==> src/rtl/regfile_bypass_sb_pkg.sv <==
// rtl/regfile_bypass_sb_pkg.sv - shared constants and packed-bus field helper
package rf_pkg;
   localparam int DEF_DATA_WIDTH = 32;
   localparam int DEF_ADDR_WIDTH = 5;
   localparam int ZERO_ADDR      = 0;
   localparam int BUS_MAX        = 256;
   localparam int FIELD_MAX      = 64;

   // Field idx of a zero-extended packed bus; width must not exceed FIELD_MAX.
   function automatic logic [FIELD_MAX-1:0] get_field(input logic [BUS_MAX-1:0] bus,
                                                      input int idx, input int width);
      logic [FIELD_MAX-1:0] r;
      r = '0;
      for (int b = 0; b < FIELD_MAX; b++) begin
         if (b < width) r[b] = bus[8'(idx * width + b)];
      end
      return r;
   endfunction
endpackage

==> src/rtl/regfile_bypass_sb_if.sv <==
// rtl/regfile_bypass_sb_if.sv - write, read, mark and scoreboard bus of the register file
interface regfile_bypass_sb_if
   import rf_pkg::*;
#(
   parameter int DATA_WIDTH = DEF_DATA_WIDTH,
   parameter int ADDR_WIDTH = DEF_ADDR_WIDTH,
   parameter int NUM_READ   = 2
);
   localparam int DEPTH = 1 << ADDR_WIDTH;

   logic                           write_enable;
   logic [ADDR_WIDTH-1:0]          write_address;
   logic [DATA_WIDTH-1:0]          write_data;
   logic [NUM_READ*ADDR_WIDTH-1:0] read_address;
   logic [NUM_READ*DATA_WIDTH-1:0] read_data;
   logic [NUM_READ-1:0]            read_busy;
   logic                           mark_valid;
   logic [ADDR_WIDTH-1:0]          mark_address;
   logic                           flush;
   logic [DEPTH-1:0]               busy_vector;

   modport master (
      output write_enable, write_address, write_data, read_address,
             mark_valid, mark_address, flush,
      input  read_data, read_busy, busy_vector
   );

   modport slave (
      input  write_enable, write_address, write_data, read_address,
             mark_valid, mark_address, flush,
      output read_data, read_busy, busy_vector
   );
endinterface

==> src/rtl/regfile_bypass_sb_scoreboard.sv <==
// rtl/regfile_bypass_sb_scoreboard.sv - per-register busy flags: flush > mark > write-clear > hold
module regfile_scoreboard
   import rf_pkg::*;
#(
   parameter int ADDR_WIDTH = DEF_ADDR_WIDTH,
   parameter int ZERO_REG   = 1
) (
   input  logic                       clk,
   input  logic                       reset,
   input  logic                       mark_valid,
   input  logic [ADDR_WIDTH-1:0]      mark_address,
   input  logic                       write_enable,
   input  logic [ADDR_WIDTH-1:0]      write_address,
   input  logic                       flush,
   output logic [(1<<ADDR_WIDTH)-1:0] busy_vector
);
   localparam int DEPTH = 1 << ADDR_WIDTH;

   logic [DEPTH-1:0] busy, busy_next;

   always_comb begin
      busy_next = busy;
      for (int n = 0; n < DEPTH; n++) begin
         if (flush)
            busy_next[n] = 1'b0;
         else if (mark_valid && mark_address == ADDR_WIDTH'(n))
            busy_next[n] = 1'b1;
         else if (write_enable && write_address == ADDR_WIDTH'(n))
            busy_next[n] = 1'b0;
      end
      if (ZERO_REG != 0) busy_next[ZERO_ADDR] = 1'b0;
   end

   always_ff @(posedge clk or negedge reset) begin
      if (!reset) busy <= '0;
      else        busy <= busy_next;
   end

   assign busy_vector = busy;
endmodule

==> src/rtl/regfile_bypass_sb.sv <==
// rtl/regfile_bypass_sb.sv - multi-port register file with optional write bypass and busy scoreboard
module regfile_bypass_sb
   import rf_pkg::*;
#(
   parameter int DATA_WIDTH = DEF_DATA_WIDTH,
   parameter int ADDR_WIDTH = DEF_ADDR_WIDTH,
   parameter int NUM_READ   = 2,
   parameter int BYPASS     = 1,
   parameter int ZERO_REG   = 1
) (
   input logic                clk,
   input logic                reset,
   regfile_bypass_sb_if.slave bus
);
   localparam int DEPTH = 1 << ADDR_WIDTH;

   logic [DATA_WIDTH-1:0]          mem [DEPTH];
   logic [DEPTH-1:0]               busy;
   logic                           write_ok;
   logic [BUS_MAX-1:0]             ra_ext;
   logic [NUM_READ*DATA_WIDTH-1:0] rd;
   logic [NUM_READ-1:0]            rb;

   assign ra_ext = BUS_MAX'(bus.read_address);

   always_comb begin
      write_ok = bus.write_enable &&
                 !((ZERO_REG != 0) && (bus.write_address == ADDR_WIDTH'(ZERO_ADDR)));
   end

   always_ff @(posedge clk or negedge reset) begin
      if (!reset) begin
         for (int n = 0; n < DEPTH; n++) mem[n] <= '0;
      end else if (write_ok) begin
         mem[bus.write_address] <= bus.write_data;
      end
   end

   regfile_scoreboard #(
      .ADDR_WIDTH (ADDR_WIDTH),
      .ZERO_REG   (ZERO_REG)
   ) u_scoreboard (
      .clk           (clk),
      .reset         (reset),
      .mark_valid    (bus.mark_valid),
      .mark_address  (bus.mark_address),
      .write_enable  (bus.write_enable),
      .write_address (bus.write_address),
      .flush         (bus.flush),
      .busy_vector   (busy)
   );

   // A bypass hit also hides the busy flag: the consumer gets the value this cycle.
   always_comb begin
      rd = '0;
      rb = '0;
      for (int i = 0; i < NUM_READ; i++) begin
         logic [ADDR_WIDTH-1:0] addr;
         logic                  zero_hit;
         logic                  hit;
         addr     = ADDR_WIDTH'(get_field(ra_ext, i, ADDR_WIDTH));
         zero_hit = (ZERO_REG != 0) && (addr == ADDR_WIDTH'(ZERO_ADDR));
         hit      = (BYPASS != 0) && write_ok && (bus.write_address == addr);
         if (zero_hit)
            rd[i*DATA_WIDTH +: DATA_WIDTH] = '0;
         else if (hit)
            rd[i*DATA_WIDTH +: DATA_WIDTH] = bus.write_data;
         else
            rd[i*DATA_WIDTH +: DATA_WIDTH] = mem[addr];
         rb[i] = busy[addr] && !hit;
      end
   end

   assign bus.read_data   = rd;
   assign bus.read_busy   = rb;
   assign bus.busy_vector = busy;
endmodule

==> src/flat_wrapper.sv <==
// flat-port wrapper written by rule: the top's interface ports become plain ports
module regfile_bypass_sb_flat import rf_pkg::*;
#(
   parameter int DATA_WIDTH = DEF_DATA_WIDTH,
   parameter int ADDR_WIDTH = DEF_ADDR_WIDTH,
   parameter int NUM_READ   = 2,
   parameter int BYPASS     = 1,
   parameter int ZERO_REG   = 1
)
  (clk, reset, bus_write_enable, bus_write_address, bus_write_data, bus_read_address, bus_mark_valid, bus_mark_address, bus_flush, bus_read_data, bus_read_busy, bus_busy_vector);
  regfile_bypass_sb_if #(.DATA_WIDTH(DATA_WIDTH), .ADDR_WIDTH(ADDR_WIDTH), .NUM_READ(NUM_READ)) bus_i ();
  input logic clk;
  input logic reset;
  input wire logic [$bits(bus_i.write_enable)-1:0] bus_write_enable;
  input wire logic [$bits(bus_i.write_address)-1:0] bus_write_address;
  input wire logic [$bits(bus_i.write_data)-1:0] bus_write_data;
  input wire logic [$bits(bus_i.read_address)-1:0] bus_read_address;
  input wire logic [$bits(bus_i.mark_valid)-1:0] bus_mark_valid;
  input wire logic [$bits(bus_i.mark_address)-1:0] bus_mark_address;
  input wire logic [$bits(bus_i.flush)-1:0] bus_flush;
  output wire logic [$bits(bus_i.read_data)-1:0] bus_read_data;
  output wire logic [$bits(bus_i.read_busy)-1:0] bus_read_busy;
  output wire logic [$bits(bus_i.busy_vector)-1:0] bus_busy_vector;
  assign bus_i.write_enable = bus_write_enable;
  assign bus_i.write_address = bus_write_address;
  assign bus_i.write_data = bus_write_data;
  assign bus_i.read_address = bus_read_address;
  assign bus_i.mark_valid = bus_mark_valid;
  assign bus_i.mark_address = bus_mark_address;
  assign bus_i.flush = bus_flush;
  assign bus_read_data = bus_i.read_data;
  assign bus_read_busy = bus_i.read_busy;
  assign bus_busy_vector = bus_i.busy_vector;
  regfile_bypass_sb #(.DATA_WIDTH(DATA_WIDTH), .ADDR_WIDTH(ADDR_WIDTH), .NUM_READ(NUM_READ), .BYPASS(BYPASS), .ZERO_REG(ZERO_REG)) u_core (.clk(clk), .reset(reset), .bus(bus_i));
endmodule
==> config.mk <==
export PLATFORM = sky130hd
export DESIGN_NAME = regfile_bypass_sb_flat
export DESIGN_NICKNAME = d
export VERILOG_FILES = /design/src/rtl/regfile_bypass_sb_pkg.sv /design/src/rtl/regfile_bypass_sb_if.sv /design/src/rtl/regfile_bypass_sb_scoreboard.sv /design/src/rtl/regfile_bypass_sb.sv /design/src/flat_wrapper.sv
export SDC_FILE = /design/constraint.sdc
export NUM_CORES = 2
export LEC_CHECK = 0
export CAP_MARGIN = 20
export CORE_MARGIN = 3
export CORE_UTILIZATION = 55
export DETAILED_ROUTE_END_ITERATION = 7
export PLACE_DENSITY = 0.72
export SLEW_MARGIN = 0
export SYNTH_ARGS = -nofsm -noshare
export SYNTH_HDL_FRONTEND = slang
export SYNTH_SLANG_ARGS = --single-unit
==> constraint.sdc <==
create_clock -name clk -period 5.2 [get_ports clk]
set_input_delay 1.04 -clock clk [delete_from_list [all_inputs] [get_ports clk]]
set_output_delay 1.04 -clock clk [all_outputs]
set_load 0.05 [all_outputs]
# Word level (Yosys, flattened, before mapping)

Index checks and enable logic that the tools add are counted.
W data, S select, Z words.

Reduce and logical (&&, ||, !) cells: 105
Mux-type cells: 110
$lt $le $gt $ge: 6
Equality and inequality tests: 64
Bitwise logic cells: 3

Operator list:

| operator             | number |
|---|---|
| $bwmux W1024         | 1 |
| $bmux W32 S5         | 2 |
| $mux W32             | 9 |
| $demux W32 S5        | 1 |
| $eq A5 B5 Y1 const B | 32 |
| $mux W1              | 95 |
| $reduce_bool A3 Y1   | 31 |
| $eq A5 B4 Y1 const B | 16 |
| $logic_and A1 B1 Y1  | 68 |
| $eq A5 B3 Y1 const B | 8 |
| $eq A5 B2 Y1 const B | 4 |
| $ge A6 B6 Y1 const B | 3 |
| $not A5 Y6           | 3 |
| $logic_not A5 Y1     | 3 |
| $lt A5 B6 Y1 const B | 2 |
| $bmux W1 S5          | 2 |
| $eq A5 B1 Y1 const B | 2 |
| $eq A5 B5 Y1         | 2 |
| $lt A6 B1 Y1 const B | 1 |
| $logic_not A1 Y1     | 3 |

Input bits: 57
Register bits: 1055
Output and inout port bits: 98
Logic and storage cells: 351

# Logic depth before layout (Yosys ltp)

Depth in word-level cells: 6
Depth in mapped cells: 11
Gate-level depth less buffers: 6

# Modules after synthesis

A second synthesis with hierarchy kept.

Cell total of the unflattened synthesis: 4017
Area total of the unflattened synthesis: 56938.4 um^2

Modules (own cells, without submodules):

| module             | seq. area each (um^2) | area each (um^2) | times used | cells each |
|---|---|---|---|---|
| regfile_bypass_sb  | 25624.6               | 55426.9          | 1          | 3858 |
| regfile_scoreboard | 775.7                 | 1511.4           | 1          | 159 |

# Worst setup path after synthesis

Ideal clock, no wire load.

Path type: input to output
Start point: input bus_read_address[5]
End point: output bus_read_data[35]
Stages on the path: 11
Arrival time: 3506 ps
Data required time: 4160 ps
Setup slack: 654 ps
Path buffers: 5
Cell sequence: buf_6 -> buf_12 -> buf_6 -> buf_8 -> buf_6 -> mux2i_1 -> a21oi_1 -> nand2_1 -> nor3_1 -> a31oi_1 -> a211oi_1

Cells in the longest elaborated chain, start to end: 6
Elaborated cells on any way between the ends: 9
Those cells by class: eq/ne (1); mux (5); bitwise (1); reduce/logical (2)

RTL lines:

| what                                        | RTL line                | RTL |
|---|---|---|
| start: declaration                          | flat_wrapper.sv:17      | `input wire logic [$bits(bus_i.read_address)-1:0] bus_read_address;` |
| $not A5 Y6 (implied by the code)            | regfile_bypass_sb.sv:69 | `rd[i*DATA_WIDTH +: DATA_WIDTH] = mem[addr];` |
| $bmux W32 S5                                | regfile_bypass_sb.sv:69 |  |
| $mux W32 (implied by the code) (2 in a row) | regfile_bypass_sb.sv:69 |  |
| $mux W32                                    | regfile_bypass_sb.sv:66 | `else if (hit)` |
| $mux W32 (*)                                | regfile_bypass_sb.sv:64 | `if (zero_hit)` |
| end: declaration                            | flat_wrapper.sv:21      | `output wire logic [$bits(bus_i.read_data)-1:0] bus_read_data;` |

Every way passes the cells marked *; elsewhere a longest branch is shown, timed or not. The select of a mux whose other input is x is not followed.

# Final worst setup path

Start point: input bus_write_address[3]
End point: output bus_read_data[62]

Cells in the longest elaborated chain, start to end: 6
Elaborated cells on any way between the ends: 7
Those cells by class: eq/ne (1); mux (2); reduce/logical (4)

RTL lines:

| what                    | RTL line                | RTL |
|---|---|---|
| start: declaration      | flat_wrapper.sv:15      | `input wire logic [$bits(bus_i.write_address)-1:0] bus_write_address;` |
| $logic_not A5 Y1        | n/a                     |  |
| $logic_not A1 Y1        | regfile_bypass_sb.sv:28 | `!((ZERO_REG != 0) && (bus.write_address == ADDR_WIDTH'(ZERO_ADDR)));` |
| $logic_and A1 B1 Y1     | regfile_bypass_sb.sv:27 | `write_ok = bus.write_enable &&` |
| $logic_and A1 B1 Y1 (*) | regfile_bypass_sb.sv:63 | `hit = (BYPASS != 0) && write_ok && (bus.write_address == addr);` |
| $mux W32 (*)            | regfile_bypass_sb.sv:66 |  |
| $mux W32 (*)            | regfile_bypass_sb.sv:64 |  |

Every way passes the cells marked *; elsewhere a longest branch is shown, timed or not.

==> out/results.tsv <==
stage	metric	value	unit
detailed_routing	via count of the routed design	41406	
synth	synth unique cells	64	
synth	ranking of synthesized cells by area	dfrtp_1 46%, mux2_2 19%, mux4_2 13%	
clocking	latest clock arrival within the worst-skew pair	690	ps
sta	Slew @ Worst Pin	1133	ps
synth	syn_area_per_cell	13.57	sq um
sta	Slew Limit Fails	0	
sta	Max Fclk	0.1993	GHz
detailed_routing	DRT antenna net count	0	
placement	placed insts	5594	
min_path	WHS Endpoint	u_core.mem[1022]	
synth	Post-Synthesis Cells	4252	
setup_path	Startpoint Class	primary input	
placement	DP Wirelength	120.6	mm
min_path	hold depth	0	
clocking	Reg clk slew, reported paths	60	ps
detailed_routing	via/cell ratio	7.121	
synth	Post-synth ARST share	100.0	%
die	row count	118	
finish	Total Nets Final	4388	
clocking	root buf cell	clkbuf_16	
setup_path	Crit path arrival time	3980	ps
synth	post-synth top area share	45.76	%
setup_path	Worst R2R Setup Slack	4360	ps
min_path	Hold Path Class	reg -> reg	
setup_path	r2r endpoint	u_core.u_scoreboard.busy_vector[16]	
die	Die ar.	0.1088	sq mm
sta	final setup TNS	0	ps
pwr	LEAKAGE	29.09	nW
sta	final setup margin	181.5	ps
pwr	pwr/cell area	377.1	mW/mm^2
clocking	clock tree buffer depth	3	
setup_path	CP Max Fanout	27	
setup_path	Worst Reg-to-Reg Cells	2	
detailed_routing	drt pass-1 iters	5	
die	Initial Util	55.58	%
detailed_routing	Routed WL	196.3	mm
finish	Fill cells	7730	
grt	largest net degree at the start of global routing	132	
synth	Mapped Area	0.05769	sq mm
synth	Mapped Nets	4309	
clocking	CTS Hold Buffers Added	0	
synth	most numerous cell in the Yosys netlist	dfrtp_1	
synth	cell type with the largest total area after synthesis	dfrtp_1	
grt	number of global-route vias before repair	41804	
status	outcome	completed	
die	IO Count	155	
min_path	hold path startpoint	u_core.mem[1022]	
sta	final hold viol count	0	
clocking	CTS tree	yes	
clocking	Num CTS Buffers	113	
clocking	post-cts sizing count	0	
pwr	Peak VDD IR	0.2876	mV
grt	GRT Residual Overflow	0	
grt	initial antenna violation count	12	
clocking	H-tree depth	3	
sta	RSZ-0062 raised after global routing	no	
finish	area delta synth->final	14.03	%
die	DIE HEIGHT	329.9	um
flow_run	Max-Cap Viols	0	
setup_path	worst reg2reg path startpoint	u_core.u_scoreboard.busy_vector[16]	
grt	GRT Util Overall	36.09	%
synth	Post-synth top flop	dfrtp_1	
detailed_routing	detailed-route DRC error count	0	
placement	Routability Congestion	0.8940	
placement	DP Worst Slack	373.9	ps
die	Core ar.	0.1038	sq mm
setup_path	WP data required	4160	ps
setup_path	critical path capture point type	output port	
sta	Clock Skew	0	ps
die	Die W	329.9	um
synth	register area share after synthesis	45.76	%
finish	layout cell share with drive strength beyond 1	43.63	%
synth	yosys warns	0	
setup_path	WS Path Type	in -> out	
sta	fin crit share	96.51	%
clocking	Setup Buffers After CTS	0	
synth	FF+latch count, synth	1055	
clocking	total clock sinks	1055	
placement	Cell Area, Placed	0.06183	sq mm
synth	Post-synth top cells	1055 x dfrtp_1, 996 x mux2_2, 449 x mux2i_1, 329 x mux4_2, 236 x clkbuf_1	
finish	Final Cell Area	0.06579	sq mm
finish	Final Non-Filler Cells	5815	
grt	first-pass GRT wire length	287.1	mm
placement	IO buf count	153	
sta	endpoints failing setup	0	
detailed_routing	Initial DRC Count	4628	
synth	number of synthesized flops with an enable pin	0	
sta	fin crit period	5018	ps
detailed_routing	post-DR wirelength/cell	33.75	um
sta	slew margin rel.	24.23	%
cell usage in the layout (no fill, tap or decap), types with 86 or more instances in the layout:
cell type,n
buf_4,255
buf_12,87
nand2_1,111
dfrtp_1,1055
nor3_1,87
mux4_2,329
mux2i_1,449
a21oi_1,86
mux2_2,996
a22oi_1,110
clkbuf_16,117
area by class of cell:
class / instances / area [sq um] / share of cell area (%)
Sequential cell: 1055 / 26400 / 40.13
Timing Repair Buffer: 431 / 4572 / 6.950
Inverter: 6 / 22.52 / 0.03423
Tap cell: 1380 / 1727 / 2.625
Clock inverter: 45 / 495.5 / 0.7532
Antenna cell: 7 / 17.52 / 0.02663
Clock buffer: 167 / 3396 / 5.162
Multi-Input combinational cell: 2724 / 29160 / 44.32
metal layers:
layer	vias to the layer above	GRT usage (%)	wire length, um
li1	16390	-	-
met1	21812	48.97	75940
met2	2541	53.41	86860
met3	651	10.07	21830
met4	12	18.50	11540
met5	-	0	81
power by group:
part	internal, mW	switching, mW	leakage (nW)	total (mW)
clock	5.00	3.45	1.94	8.45
sequential	9.73	1.15	13.6	10.9
combinational	2.97	2.49	13.6	5.47
critical path: stages:
cell	delay, ps
clkdlybuf4s50_1	660
or2_1	400
nor4_4	250
nand4b_1	280
nand2b_2	190
buf_12	250
nor2_1	70
nor3_1	600
buf_12	220
how the worst max path moves through the flow:
| stage | startpoint | to |
|---|---|---|
| after floorplan | bus_read_address[5] | bus_read_data[35] |
| after global placement | bus_read_address[7] | bus_read_data[36] |
| after detailed placement | bus_write_address[0] | bus_read_data[16] |
| after CTS | bus_write_address[3] | bus_read_data[62] |
| after global routing | bus_write_address[3] | bus_read_data[62] |
| final | bus_write_address[3] | bus_read_data[62] |
registers in the layout, indices dropped and copies added (netlist names):
| register | flops |
|---|---|
| u_core.mem | 1024 |
| u_core.u_scoreboard.busy_vector | 31 |
kinds of logic after synthesis:
| family | after synthesis | share of synthesized area, % |
|---|---|---|
| and+or+nand+nor | 423 | 3.516 |
| DFF | 1055 | 45.76 |
| muxes | 1776 | 40.12 |
| AOI/OAI and AO/OA | 514 | 6.233 |
| xor gates and xnor gates | 10 | 0.1518 |
| other | 1 | 0.006500 |
| buffers and inverters | 473 | 4.214 |
through the flow:
step / hold WS [ps] / power [mW] / util, %
floorplan: 441.3 / 14.49 / -
global placement: 378.5 / 16.13 / 59.55
detailed placement: 383.3 / 16.35 / 59.57
CTS: 397.3 / 24.77 / 63.32
global route: 408.6 / 25.70 / 63.37
finish: 398.4 / 24.81 / 63.38
Power figures use the tool's default switching activity.
